**src/rtl/pla_pkg.sv**
```systemverilog
// pla_pkg: shared state encoding, control-word layout and control-store indexing for the sequencer arbiter
package pla_pkg;
  typedef enum logic [1:0] {IDLE, RUN, DONE} state_t;
  localparam int ALU_SEL_LSB = 0;
  localparam int ALU_SEL_W = 2;
  localparam logic [1:0] ALU_PASS = 2'd0;
  localparam logic [1:0] ALU_ADD = 2'd1;
  localparam logic [1:0] ALU_SUB = 2'd2;
  localparam logic [1:0] ALU_CMP = 2'd3;
  function automatic int end_bit(input int cw);
    return cw - 1;
  endfunction
  function automatic int ucode_off(input int c, input int s, input int steps, input int cw);
    return (c * steps + s) * cw;
  endfunction
endpackage

```
**src/rtl/rr_arbiter_n.sv**
```systemverilog
// rr_arbiter_n: one-hot winner among requests, fixed priority or round-robin from ptr
module rr_arbiter_n #(
  parameter int N_CH = 3,
  parameter int PW = (N_CH > 1) ? $clog2(N_CH) : 1
) (
  input  logic [N_CH-1:0] req,
  input  logic [PW-1:0]   ptr,
  input  logic            mode,
  output logic [N_CH-1:0] win
);
  logic [PW-1:0] idx;
  logic found;
  // cyclic scan starting at ptr in round-robin mode, at 0 in fixed mode
  always_comb begin
    win = '0;
    idx = '0;
    found = 1'b0;
    for (int i = 0; i < N_CH; i++) begin
      idx = mode ? PW'((int'(ptr) + i) % N_CH) : PW'(i);
      if (!found && req[idx]) begin
        win[idx] = 1'b1;
        found = 1'b1;
      end
    end
  end
endmodule

```
**src/rtl/pla_sequencer_arb.sv**
```systemverilog
// pla_sequencer_arb: arbitrates channel requests and plays the winner's one-hot microsequence
module pla_sequencer_arb
  import pla_pkg::*;
#(
  parameter int N_CH = 3,
  parameter int STEPS = 4,
  parameter int CW = 8,
  parameter int RR = 1
) (
  input  logic                     clk,
  input  logic                     clear,
  input  logic [N_CH-1:0]          req,
  input  logic [N_CH-1:0]          stall,
  input  logic [N_CH*STEPS*CW-1:0] ucode,
  output logic [N_CH-1:0]          grant,
  output logic [STEPS-1:0]         step,
  output logic [CW-1:0]            ctrl,
  output logic [ALU_SEL_W-1:0]     alu_sel,
  output logic                     busy,
  output logic                     done
);
  localparam int PW = (N_CH > 1) ? $clog2(N_CH) : 1;
  localparam int END_BIT = end_bit(CW);
  state_t state, state_n;
  logic [N_CH-1:0] grant_n, win;
  logic [STEPS-1:0] step_n;
  logic [PW-1:0] rr_ptr, ptr_n, win_idx;
  logic [CW-1:0] word;
  rr_arbiter_n #(.N_CH(N_CH)) u_arb (
    .req(req),
    .ptr(rr_ptr),
    .mode(RR != 0),
    .win(win)
  );
  // select the control word of the granted channel at the current step; encode the winner
  always_comb begin
    word = '0;
    win_idx = '0;
    for (int c = 0; c < N_CH; c++) begin
      if (win[c]) win_idx = PW'(c);
      for (int s = 0; s < STEPS; s++)
        if (grant[c] && step[s]) word = ucode[ucode_off(c, s, STEPS, CW) +: CW];
    end
  end
  // next state: grant from IDLE, step or hold in RUN, one DONE cycle back to IDLE
  always_comb begin
    state_n = state;
    grant_n = grant;
    step_n = step;
    ptr_n = rr_ptr;
    unique case (state)
      IDLE: if (|req) begin
        state_n = RUN;
        grant_n = win;
        step_n = STEPS'(1);
        ptr_n = (win_idx == PW'(N_CH - 1)) ? '0 : win_idx + 1'b1;
      end
      RUN: if (!(|(stall & grant))) begin
        if (word[END_BIT] || step[STEPS-1]) state_n = DONE;
        else step_n = step << 1;
      end
      default: begin
        state_n = IDLE;
        grant_n = '0;
        step_n = STEPS'(1);
      end
    endcase
  end
  // state registers, cleared asynchronously
  always_ff @(posedge clk or negedge clear) begin
    if (!clear) begin
      state <= IDLE;
      grant <= '0;
      step <= STEPS'(1);
      rr_ptr <= '0;
    end else begin
      state <= state_n;
      grant <= grant_n;
      step <= step_n;
      rr_ptr <= ptr_n;
    end
  end
  assign ctrl = (state == RUN) ? word : '0;
  assign alu_sel = ctrl[ALU_SEL_LSB +: ALU_SEL_W];
  assign busy = state != IDLE;
  assign done = state == DONE;
endmodule

```
**config.mk**
```make
export PLATFORM = sky130hd
export DESIGN_NAME = pla_sequencer_arb
export DESIGN_NICKNAME = d
export VERILOG_FILES = /design/src/rtl/pla_pkg.sv /design/src/rtl/rr_arbiter_n.sv /design/src/rtl/pla_sequencer_arb.sv
export SDC_FILE = /design/constraint.sdc
export NUM_CORES = 1
export LEC_CHECK = 0
export ABC_AREA = 1
export CORE_ASPECT_RATIO = 0.8
export CORE_MARGIN = 3
export CORE_UTILIZATION = 39
export CTS_CLUSTER_DIAMETER = 30
export DETAILED_ROUTE_END_ITERATION = 10
export GPL_TIMING_DRIVEN = 0
export PLACE_DENSITY = 0.87
export SKIP_LAST_GASP = 1
export SLEW_MARGIN = 20
export SYNTH_ARGS = -nofsm -noshare
export SYNTH_HDL_FRONTEND = slang
export SYNTH_SLANG_ARGS = --single-unit
```
**constraint.sdc**
```tcl
create_clock -name clk -period 3.13 [get_ports clk]
set_clock_uncertainty 0.05 [all_clocks]
set_input_delay 0.626 -clock clk [delete_from_list [all_inputs] [get_ports clk]]
set_output_delay 0.626 -clock clk [all_outputs]
set_load 0.01 [all_outputs]
```
==> results.ini <==
[routing]
ant_nets = 0
drt_iter0_markers = 117
via_count = 2631
routed_via_density = 4.86
drc_errors = 0
wl_per_cell_um = 13.0
wirelength_um = 7010
dr.pass1.iters = 4

[timing]
worst_pin_slew_ps = 515
rsz0062_at_grt = yes
hold_viol_final = 0
drv_slew = 0
setup_ws_ps = 125
fin_crit_ps = 3010
finalSetupViolations = 0
clock.fmax_mhz = 333
relSlewSlack_pct = 65.5
period_share_pct = 96.0

[yosys]
synthesis.nets = 466
avgSynthCellArea_um2 = 5.13
seq_area_frac_synth_pct = 15.1
yosysWarnings = 0
ys_types = 27
synth_area_um2 = 1840
ys_ff_latch = 11
syn_inst = 358

[die]
rows = 21
start_util_pct = 42.1
die_h_um = 67.4
die_area_um2 = 5570
io_pins = 123
die_w_um = 82.7
coreArea_um2 = 4360

[critical_path]
r2r_start = rr_ptr[0]
r2r_slack_ps = 970
r2r_cells = 9
worst-path-max-fanout = 2
crit_path_end_kind = output port
worstPathRequired_ps = 2450
start_kind = input pin
crit_type = in -> out
reg2reg_to = rr_ptr[1]
cp.arrival_ps = 2330

[clocking]
h-tree-depth = 1
numCtsBuffers = 3
root_buffer = clkbuf_8
cts_buffer_depth = 2
cts.sinks = 11
clock_latency_ps = 240
cts_tree = yes
post_cts_buffers = 0
ctsHoldBuffers = 0
clkSlewWorstSetupHoldPaths_ps = 50

[layout]
final_util_pct = 72.1
antennaDiodeCount = 0
syn2layout_area_growth_pct = 71.4
nNetsFinal = 593
drive_gt1_share_pct = 8.26
layout.cells.non_filler = 541

[global_route]
grt_pass1_wl_um = 10700
grt_pass1_vias = 2475
antenna_found_initial = 0
grt.total_usage_pct = 24.3
overflow = 0
grt_max_degree = 12

[placement]
portBuffers = 122
dp_slack_ps = -306
hpwl_um = 5810
placed_cells = 537
place_congestion = 0.798

[hold_path]
worstHoldStart = step[0]
hold_depth = 2
min_to = step[0]
hp-class = reg -> reg

[power]
power_density_nw_per_um2 = 612
p_leak_nw = 1.58
ir_worst_vdd_mv = 0.530

[status]
outcome = complete, no violations

[run]
cap_viol_max_count = 0

[power by group]
| group | switching [W] | leakage [nW] | internal [W] |
|---|---|---|---|
| clock network | 0.0000548 | 0.0228 | 0.0000896 |
| registers | 0.0000736 | 0.139 | 0.000210 |
| logic | 0.000865 | 1.42 | 0.000632 |
| total | 0.000993 | 1.58 | 0.000931 |
[flip-flops by register name, summed over array words and instances (netlist names)]
register	cells
state	2
grant	3
rr_ptr	2
step	4
[how the worst max path moves through the flow]
stage | from | endpoint | cells past startpoint
after detailed placement | ucode[9] | ctrl[1] | 17
after floorplan | step[0] | ctrl[1] | 17
final | ucode[9] | ctrl[1] | 17
after global placement | ucode[9] | ctrl[1] | 17
after CTS | ucode[9] | ctrl[1] | 17
after global routing | ucode[9] | ctrl[1] | 17
[cell usage after synthesis]
cell type	number	area (µm²)
nand4_4	1	21.3
a31oi_1	2	12.5
or2_2	4	25.0
a22o_1	1	8.76
a21oi_1	13	65.1
clkbuf_1	3	11.3
o21ai_1	3	15.0
and3_1	1	6.26
nand4_1	1	6.26
a2111oi_2	1	15.0
dfrtp_1	10	250
nor3_1	2	10.0
nor2_1	47	176
buf_2	5	25.0
nand2_1	140	526
clkinv_2	1	5.00
inv_2	5	18.8
nand2_2	5	31.3
buf_1	1	3.75
ha_1	4	50.1
nand3_1	40	200
inv_1	38	143
dfstp_2	1	26.3
o21ai_0	13	65.1
o22ai_1	1	6.26
buf_4	3	22.5
o211ai_1	12	90.1
[cell families after synthesis]
family,Yosys count,synth area share (%)
adder cells (fa/ha/maj),4,2.73
flip-flops,11,15.1
AND/OR/NAND/NOR,241,54.6
buffers and inverters,56,12.5
AO/OA/AOI/OAI,46,15.1
[repair_timing]
item,CTS,global route
resized for setup,10,22
endpoints found under the setup margin,10,10
pin swaps,1,3
[cell usage in the layout, fill, tap and decap left out, types with 2 or more instances in the layout]
cell type,synthesis,routed
a21oi_1,13,13
a31oi_1,2,2
buf_2,5,6
buf_4,3,3
clkbuf_1,3,4
clkbuf_2,0,6
clkbuf_8,0,3
clkdlybuf4s50_1,0,112
dfrtp_1,10,9
dlygate4sd2_1,0,2
ha_1,4,4
inv_1,38,38
inv_2,5,5
nand2_1,140,138
nand2_2,5,7
nand3_1,40,40
nor2_1,47,47
nor3_1,2,2
o211ai_1,12,12
o21ai_0,13,13
o21ai_1,3,3
or2_2,4,4
[per-stage QoR]
stage / cell area [µm²] / hold WS (ps) / TNS (ps) / total power (W)
after detailed placement: 3130 / 464 / -1830 / 0.00182
after floorplan: 1840 / 280 / 0 / 0.00122
final: 3150 / 472 / 0 / 0.00192
after global routing: 3150 / 508 / -104 / 0.00213
after CTS: 3160 / 473 / -44.0 / 0.00193
after global placement: 3130 / 458 / -1560 / 0.00177
[routing by layer]
metal	up-vias	GRT usage, %	wire, µm
met5	-	0	0
met1	1132	31.0	3070
li1	1389	-	-
met3	12	6.80	777
met2	98	40.5	3050
met4	0	5.71	114
[final cells by class]
class	count	area (µm²)
plain buffers	12	66.3
clock buffers	4	45.0
fillers	390	1220
inverters	44	166
multi-input cells	291	1340
flip-flops and latches	11	278
well taps	57	71.3
repair buffers	122	1180
[critical path: stages]
cell	delay [ps]
clkdlybuf4s50_1	450
nand3_1	80
nand3_1	100
o211ai_1	100
nand2_1	70
nand2_1	60
nand3_1	70
nand2_1	50
nand2_1	60
nand2_1	50
nand2_1	50
nand2_1	70
nand2_2	70
a21oi_1	60
nor2_1	130
buf_4	120
clkbuf_2	120
No activity file was read; power rests on OpenSTA's default activity.
